[src/rtl/axi_dma_controller_pkg.sv]
// Shared types and constants for the DMA command path.
//   burst_e        : AXI burst type encoding (FIXED/INCR/WRAP)
//   split_state_e  : burst splitter FSM states
//   burst_req_t    : one burst request as consumed by the AR/AW generators
//   size_mask()    : low-address mask for a given log2 beat size
package axi_dma_controller_pkg;

    localparam int BOUNDARY_4K   = 4096;
    localparam int AXI_MAX_LEN   = 256;
    localparam int FIXED_MAX_LEN = 16;   // AXI limit on FIXED burst length
    localparam int PKG_ADDR_WD   = 32;

    typedef enum logic [1:0] {
        FIXED = 2'd0,
        INCR  = 2'd1,
        WRAP  = 2'd2
    } burst_e;

    typedef enum logic {
        IDLE  = 1'b0,
        SPLIT = 1'b1
    } split_state_e;

    typedef struct packed {
        logic [PKG_ADDR_WD-1:0] src;
        logic [PKG_ADDR_WD-1:0] dst;
        logic [7:0]             len;
        logic [2:0]             size;
        logic [1:0]             burst;
        logic                   last;
    } burst_req_t;

    // Mask of the address/length bits that must be zero for a given beat size.
    function automatic logic [7:0] size_mask(input logic [2:0] size);
        return (8'd1 << size) - 8'd1;
    endfunction

endpackage

[src/rtl/axi_dma_beat_calc.sv]
// Combinational beat count for the next burst of a command.
// Ports:
//   src, dst   : current source/destination byte addresses
//   rem_beats  : beats still to issue for the command
//   size       : log2 bytes per beat
//   burst      : burst type (FIXED ignores the 4 KB rule, capped at 16 beats)
//   beats      : beats in this burst (1..256)
//   last       : this burst finishes the command
module axi_dma_beat_calc
    import axi_dma_controller_pkg::*;
#(
    parameter int ADDR_WD       = 32,
    parameter int MAX_BURST_LEN = 16
) (
    input  logic [ADDR_WD-1:0] src,
    input  logic [ADDR_WD-1:0] dst,
    input  logic [ADDR_WD-1:0] rem_beats,
    input  logic [2:0]         size,
    input  logic [1:0]         burst,
    output logic [8:0]         beats,
    output logic               last
);

    localparam int FIXED_CAP = (MAX_BURST_LEN < FIXED_MAX_LEN) ? MAX_BURST_LEN : FIXED_MAX_LEN;

    logic [ADDR_WD-1:0] addr_arr [2];
    logic [ADDR_WD-1:0] room     [2];
    logic [ADDR_WD-1:0] cap;
    logic [ADDR_WD-1:0] lim;

    assign addr_arr[0] = src;
    assign addr_arr[1] = dst;

    // Beats that fit before the next 4 KB boundary, one per side.
    generate
        for (genvar gi = 0; gi < 2; gi++) begin : g_room
            logic [ADDR_WD-1:0] offs;
            assign offs     = addr_arr[gi] & ADDR_WD'(BOUNDARY_4K - 1);
            assign room[gi] = (ADDR_WD'(BOUNDARY_4K) - offs) >> size;
        end
    endgenerate

    always_comb begin
        cap = (burst == FIXED) ? ADDR_WD'(FIXED_CAP) : ADDR_WD'(MAX_BURST_LEN);
        lim = (rem_beats < cap) ? rem_beats : cap;
        if (burst != FIXED) begin
            if (room[0] < lim) lim = room[0];
            if (room[1] < lim) lim = room[1];
        end
        beats = lim[8:0];
        last  = (lim == rem_beats);
    end

endmodule

[src/rtl/axi_dma_burst_splitter.sv]
// DMA command front-end: validates a copy command and splits it into AXI
// burst requests that never cross a 4 KB boundary on either side and never
// exceed MAX_BURST_LEN beats.
// Ports:
//   clk, rst            : clock, synchronous active-high reset
//   cmd_*               : command handshake (src/dst address, burst, byte len, size)
//   cmd_err             : one-cycle pulse when a command is rejected
//   bst_*               : burst request handshake (len in AXI beats-1 encoding)
//   stat_cmds/bsts/errs : saturating counters, only with AXI_DMA_SPLIT_STATS_EN defined
module axi_dma_burst_splitter
    import axi_dma_controller_pkg::*;
#(
    parameter int ADDR_WD       = 32,
    parameter int DATA_WD       = 32,
    parameter int MAX_BURST_LEN = 16
) (
    input  logic               clk,
    input  logic               rst,
    input  logic               cmd_valid,
    output logic               cmd_ready,
    input  logic [ADDR_WD-1:0] cmd_src_addr,
    input  logic [ADDR_WD-1:0] cmd_dst_addr,
    input  logic [1:0]         cmd_burst,
    input  logic [ADDR_WD-1:0] cmd_len,
    input  logic [2:0]         cmd_size,
    output logic               cmd_err,
    output logic               bst_valid,
    input  logic               bst_ready,
    output logic [ADDR_WD-1:0] bst_src_addr,
    output logic [ADDR_WD-1:0] bst_dst_addr,
    output logic [7:0]         bst_len,
    output logic [2:0]         bst_size,
    output logic [1:0]         bst_burst,
    output logic               bst_last
`ifdef AXI_DMA_SPLIT_STATS_EN
    ,
    output logic [31:0]        stat_cmds,
    output logic [31:0]        stat_bsts,
    output logic [31:0]        stat_errs
`endif
);

    localparam int MAX_SIZE = $clog2(DATA_WD / 8);

    split_state_e       state_reg, state_next;
    logic [ADDR_WD-1:0] src_reg, src_next;
    logic [ADDR_WD-1:0] dst_reg, dst_next;
    logic [ADDR_WD-1:0] rem_reg, rem_next;
    logic [2:0]         size_reg, size_next;
    logic [1:0]         burst_reg, burst_next;
    logic               ready_reg, ready_next;
    logic               err_reg, err_next;

    logic [ADDR_WD-1:0] align_mask;
    logic               cmd_illegal;
    logic               cmd_accept;
    logic               bst_fire;
    logic [8:0]         beats;
    logic               calc_last;
    logic [ADDR_WD-1:0] step;

    axi_dma_beat_calc #(
        .ADDR_WD       (ADDR_WD),
        .MAX_BURST_LEN (MAX_BURST_LEN)
    ) u_beat_calc (
        .src       (src_reg),
        .dst       (dst_reg),
        .rem_beats (rem_reg),
        .size      (size_reg),
        .burst     (burst_reg),
        .beats     (beats),
        .last      (calc_last)
    );

    assign align_mask  = ADDR_WD'(size_mask(cmd_size));
    assign cmd_illegal = (cmd_len == '0)
                      || (int'(cmd_size) > MAX_SIZE)
                      || (|(cmd_len      & align_mask))
                      || (|(cmd_src_addr & align_mask))
                      || (|(cmd_dst_addr & align_mask))
                      || ((cmd_burst != FIXED) && (cmd_burst != INCR));

    // ready_reg is only ever set while the FSM sits in IDLE, so it doubles
    // as the IDLE qualifier for a command handshake.
    assign cmd_accept = cmd_valid && ready_reg;
    assign bst_fire   = (state_reg == SPLIT) && bst_ready;
    assign step       = ADDR_WD'(beats) << size_reg;

    always_comb begin
        state_next = state_reg;
        src_next   = src_reg;
        dst_next   = dst_reg;
        rem_next   = rem_reg;
        size_next  = size_reg;
        burst_next = burst_reg;
        err_next   = 1'b0;
        case (state_reg)
            IDLE: begin
                if (cmd_accept) begin
                    if (cmd_illegal) begin
                        err_next = 1'b1;
                    end else begin
                        src_next   = cmd_src_addr;
                        dst_next   = cmd_dst_addr;
                        size_next  = cmd_size;
                        burst_next = cmd_burst;
                        rem_next   = cmd_len >> cmd_size;
                        state_next = SPLIT;
                    end
                end
            end
            SPLIT: begin
                if (bst_fire) begin
                    rem_next = rem_reg - ADDR_WD'(beats);
                    if (burst_reg == INCR) begin
                        src_next = src_reg + step;
                        dst_next = dst_reg + step;
                    end
                    if (calc_last) state_next = IDLE;
                end
            end
            default: state_next = IDLE;
        endcase
        ready_next = (state_next == IDLE);
    end

    always_ff @(posedge clk) begin
        if (rst) begin
            state_reg <= IDLE;
            src_reg   <= '0;
            dst_reg   <= '0;
            rem_reg   <= '0;
            size_reg  <= '0;
            burst_reg <= '0;
            ready_reg <= 1'b0;
            err_reg   <= 1'b0;
        end else begin
            state_reg <= state_next;
            src_reg   <= src_next;
            dst_reg   <= dst_next;
            rem_reg   <= rem_next;
            size_reg  <= size_next;
            burst_reg <= burst_next;
            ready_reg <= ready_next;
            err_reg   <= err_next;
        end
    end

    assign cmd_ready    = ready_reg;
    assign cmd_err      = err_reg;
    assign bst_valid    = (state_reg == SPLIT);
    assign bst_src_addr = src_reg;
    assign bst_dst_addr = dst_reg;
    assign bst_size     = size_reg;
    assign bst_burst    = burst_reg;
    // beats is 0 outside SPLIT; gate so the idle outputs read as zero.
    assign bst_len      = bst_valid ? 8'(beats - 9'd1) : 8'd0;
    assign bst_last     = bst_valid && calc_last;

`ifdef AXI_DMA_SPLIT_STATS_EN
    logic [31:0] cmds_reg, bsts_reg, errs_reg;

    always_ff @(posedge clk) begin
        if (rst) begin
            cmds_reg <= '0;
            bsts_reg <= '0;
            errs_reg <= '0;
        end else begin
            if (cmd_accept && !cmd_illegal && (cmds_reg != '1)) cmds_reg <= cmds_reg + 32'd1;
            if (bst_fire && (bsts_reg != '1))                   bsts_reg <= bsts_reg + 32'd1;
            if (err_reg && (errs_reg != '1))                    errs_reg <= errs_reg + 32'd1;
        end
    end

    assign stat_cmds = cmds_reg;
    assign stat_bsts = bsts_reg;
    assign stat_errs = errs_reg;
`endif

endmodule

[config.mk]
export PLATFORM = sky130hd
export DESIGN_NAME = axi_dma_burst_splitter
export DESIGN_NICKNAME = d
export VERILOG_FILES = /design/src/rtl/axi_dma_controller_pkg.sv /design/src/rtl/axi_dma_beat_calc.sv /design/src/rtl/axi_dma_burst_splitter.sv
export SDC_FILE = /design/constraint.sdc
export NUM_CORES = 1
export LEC_CHECK = 0
export ABC_AREA = 0
export CORE_AREA = 2 2 144 146
export CTS_BUF_LIST = sky130_fd_sc_hd__clkbuf_8
export CTS_CLUSTER_DIAMETER = 60
export DETAILED_ROUTE_END_ITERATION = 8
export DIE_AREA = 0 0 146 148
export PLACE_DENSITY = 0.95
export SLEW_MARGIN = 20
export SYNTH_ARGS = -nofsm -noshare
export SYNTH_HDL_FRONTEND = slang
export SYNTH_SLANG_ARGS = --single-unit
[constraint.sdc]
create_clock -name clk -period 31.7 [get_ports clk]
set_input_delay 3.17 -clock clk [delete_from_list [all_inputs] [get_ports clk]]
set_output_delay 3.17 -clock clk [all_outputs]
set_load 0.1 [all_outputs]
==> summary.txt <==
Min path
  • Hold Startpoint: bst_size[0]
  • Number of cells on the worst hold path: 2
  • Hold Path Class: reg -> reg

Clock network
  • Number of H-tree levels: 3
  • Clock latency of the later-clocked register in the worst-skew pair: 400 ps
  • Hold buffer count at CTS: 0
  • Clk root buf: sky130_fd_sc_hd__clkbuf_8
  • Clock input transition at the sequential cells of the worst setup and hold paths: 110 ps
  • Clock tree from TritonCTS: yes
  • Postcts setup bufs: 0
  • Max clock buf depth: 2
  • Number of gates given a new drive strength after cts: 0
  • Number of buffers created by CTS: 9
  • CTS sink count: 104

Yosys
  • Synth Instances: 1688
  • Synth top area cells: sky130_fd_sc_hd__dfxtp_1 18%, sky130_fd_sc_hd__a21oi_1 7.2%, sky130_fd_sc_hd__ha_1 6.6%, sky130_fd_sc_hd__nor2_1 5.8%, sky130_fd_sc_hd__nand2_1 4.8%
  • Sequential-to-total area share from yosys stat: 17.5%
  • Ys Warns: 0
  • Post-synth EDFFs: 0
  • Post-synthesis cell area: 11900 um2
  • Mean Syn Cell Area: 7.03 um2
  • Async SR Flop Fraction: 0%
  • Yosys reg bits: 104
  • Cell taking the most area after synthesis: sky130_fd_sc_hd__dfxtp_1
  • Top FF cell, synth: sky130_fd_sc_hd__dfxtp_1
  • Number of library cell types mapped by synthesis: 94
  • Top-area cell type share of the netlist area: 17.5%

Run
  • Number of max-capacitance violations reported: 0

Critical path
  • Source of the worst register-to-register timing path: bst_src_addr[3]
  • Capturing element type of the critical path: primary output
  • Worst setup path startpoint: bst_src_addr[3]
  • Master of the slowest instance on the critical path: sky130_fd_sc_hd__clkdlybuf4s50_1
  • Arrival time of data at the critical path endpoint: 11260 ps
  • Critical path launch point type: register
  • Required arrival time at the worst endpoint: 28530 ps
  • Worst stage delay on the critical path: 1180 ps
  • Top fanout value on the critical path: 18
  • Number of cells on the worst reg-to-reg path: 43
  • Crit Path Class: reg -> out

Pwr
  • Design Power: 0.296 mW
  • Net switching power: 0.0982 mW
  • Sequential Power Share: 44.6%
  • Total power density per cell area: 21.3 nW/um2
  • Net switching fraction of the power: 33.1%
  • Combinational fraction of design power: 25.5%
  • P_leak: 5.12 nW
  • Share of power burned in the clock network: 29.9%
  • Max rail drop VDD: 0.0243 mV
  • Cell-internal power: 0.198 mW

Cells and area
  • Inserted Diodes: 0
  • Fill cell total of the finished layout: 1693
  • Final non-filler cell total: 2062
  • Final cell utilization of the core: 69.5%
  • Area added between synthesis and finish: 17.4%
  • Share of post-route cells with drive strength above 1: 5.08%
  • Number of nets in the layout: 1956

GRT
  • First-pass GRT wire length: 67500 um
  • Overall overflow remaining after global route: 0
  • Number of antenna violations at the first check in global routing: 1
  • All-Layer GR Usage: 38.2%
  • Via count of the first global-routing pass: 12600
  • Pin count of the biggest net entering global routing: 84

Floorplan
  • Starting density of the core: 59.2%
  • Std cell rows: 52
  • Die boundary height: 148 um
  • Die boundary width: 146 um
  • Core Box Area: 20000 um2
  • # IOs: 186
  • Die footprint: 21600 um2

Routing
  • DRC marker count from the first detailed-route iteration: 1638
  • Overall routed net length: 43600 um
  • Average wire per cell in the routed design: 21.1 um
  • DRC violations left: 0
  • Via total after detailed routing: 14200
  • Drt via density: 6.88
  • Number of iterations in the first detailed-routing pass: 6
  • Routed Antenna Nets: 0

STA
  • Achievable Freq: 69.3 MHz
  • Final setup TNS: 0 ps
  • Final Hold Fails: 0
  • Setup repair after global routing missed its margin: no
  • Number of slew-limit violations in the final report: 0
  • Skew final: 15.9 ps
  • Final period demand of the worst path: 14430 ps
  • Final Setup Violations: 0
  • Final cycle utilization of the critical path: 45.5%
  • Worst slew margin relative to its limit: 25.4%
  • Slew @ Worst Pin: 1120 ps

Placement
  • HPWL Detailed: 32300 um
  • Inst Count DP: 2046
  • Port Buffers: 185
  • Routability Congestion: 1.01

Outcome
  • Run status: completed
## metrics by stage
step | setup WS (ps) | cell area [um2] | hold slack [ps]
finish | 17270 | 13900 | 468
global route | 16490 | 13900 | 493
CTS | 17470 | 13900 | 469
detailed placement | 17950 | 13700 | 454
global placement | 18180 | 13700 | 442
floorplan | 19320 | 11900 | 444
## worst max-delay path: cells and delay by family, from the launching register on
kind	cells	cell delay (ps)
AOI/OAI and AO/OA	17	4050
and+or+nand+nor	9	3800
buffers and inverters	2	1340
adders and majority gates	3	940
DFF	1	520
muxes	1	180
## power groups by stage
stage / logic [mW] / clock network (mW) / registers [mW]
after floorplan: 0.0429 / 0 / 0.138
after global placement: 0.0720 / 0 / 0.135
after detailed placement: 0.0731 / 0 / 0.135
after CTS: 0.0737 / 0.0876 / 0.132
after global routing: 0.0806 / 0.0931 / 0.132
final: 0.0756 / 0.0887 / 0.132
## layout by cell type, fill, tap and decap left out, types with 10 or more instances in the layout
cell and instances:
sky130_fd_sc_hd__a211oi_1 60, sky130_fd_sc_hd__a21o_1 26, sky130_fd_sc_hd__a21oi_1 170, sky130_fd_sc_hd__a22oi_1 13, sky130_fd_sc_hd__a311oi_1 15, sky130_fd_sc_hd__a31oi_1 20, sky130_fd_sc_hd__and2_1 11, sky130_fd_sc_hd__and3_1 25
sky130_fd_sc_hd__buf_4 16, sky130_fd_sc_hd__clkbuf_8 11, sky130_fd_sc_hd__clkdlybuf4s50_1 182, sky130_fd_sc_hd__conb_1 14, sky130_fd_sc_hd__dfxtp_1 102, sky130_fd_sc_hd__ha_1 63, sky130_fd_sc_hd__inv_1 45, sky130_fd_sc_hd__mux2_2 12
sky130_fd_sc_hd__mux2i_1 44, sky130_fd_sc_hd__nand2_1 151, sky130_fd_sc_hd__nand2b_1 20, sky130_fd_sc_hd__nand3_1 46, sky130_fd_sc_hd__nand3b_1 11, sky130_fd_sc_hd__nand4_1 22, sky130_fd_sc_hd__nor2_1 184, sky130_fd_sc_hd__nor2b_1 21
sky130_fd_sc_hd__nor3_1 50, sky130_fd_sc_hd__nor4_1 40, sky130_fd_sc_hd__o211ai_1 14, sky130_fd_sc_hd__o21a_1 10, sky130_fd_sc_hd__o21ai_0 109, sky130_fd_sc_hd__o22ai_1 20, sky130_fd_sc_hd__o31ai_1 13, sky130_fd_sc_hd__or3_1 21
sky130_fd_sc_hd__or4_1 11, sky130_fd_sc_hd__xnor2_1 35
## final timing paths
| path | to | slack, ps |
|---|---|---|
| max | bst_last | 17270 |
| min | bst_size[0] | 470 |
| max reg2reg | bst_src_addr[29] | 19220 |
| min reg2reg | bst_size[0] | 470 |
## layout make-up
type / instances / area, um2 / area share, %
Multi-Input combinational cell: 1422 / 9170 / 65.8
Tap cell: 270 / 338 / 2.42
Sequential cell: 104 / 2090 / 15.0
Timing Repair Buffer: 201 / 1960 / 14.0
Inverter: 49 / 184 / 1.32
Clock buffer: 11 / 151 / 1.09
Clock inverter: 5 / 46.3 / 0.332
## metal layers
| layer | vias to the layer above | share of wire, % | GRT usage (%) |
|---|---|---|---|
| li1 | 6574 | - | - |
| met1 | 6564 | 40 | 50.3 |
| met2 | 907 | 45 | 62.3 |
| met3 | 149 | 9.8 | 5.34 |
| met4 | 0 | 4.8 | 17.5 |
| met5 | - | 0 | 0 |
## cell usage after synthesis, drive strengths merged, types with 8 or more instances
| cell type | count |
|---|---|
| a2111oi | 8 |
| a211oi | 60 |
| a21o | 26 |
| a21oi | 171 |
| a22oi | 13 |
| a311oi | 15 |
| a31oi | 23 |
| and2 | 12 |
| and3 | 25 |
| buf | 26 |
| clkbuf | 99 |
| dfxtp | 104 |
| ha | 63 |
| inv | 46 |
| mux2 | 13 |
| mux2i | 44 |
| mux4 | 9 |
| nand2 | 151 |
| nand2b | 20 |
| nand3 | 46 |
| nand3b | 11 |
| nand4 | 22 |
| nor2 | 185 |
| nor2b | 21 |
| nor3 | 50 |
| nor4 | 41 |
| o2111ai | 8 |
| o211ai | 14 |
| o21a | 10 |
| o21ai | 115 |
| o22ai | 20 |
| o31a | 9 |
| o31ai | 14 |
| or2 | 8 |
| or3 | 21 |
| or4 | 14 |
| xnor2 | 35 |
## logic make-up after synthesis
family / after synthesis / synth area share, %
flops: 104 / 17.5
compound gates: 587 / 32.9
xor+xnor: 42 / 3.10
other cells: 2 / 0.0633
buf+inv: 174 / 5.71
fa+ha+maj: 66 / 7.00
mux: 66 / 6.65
simple gates: 647 / 27.0
No activity file was read; power rests on OpenSTA's default activity.
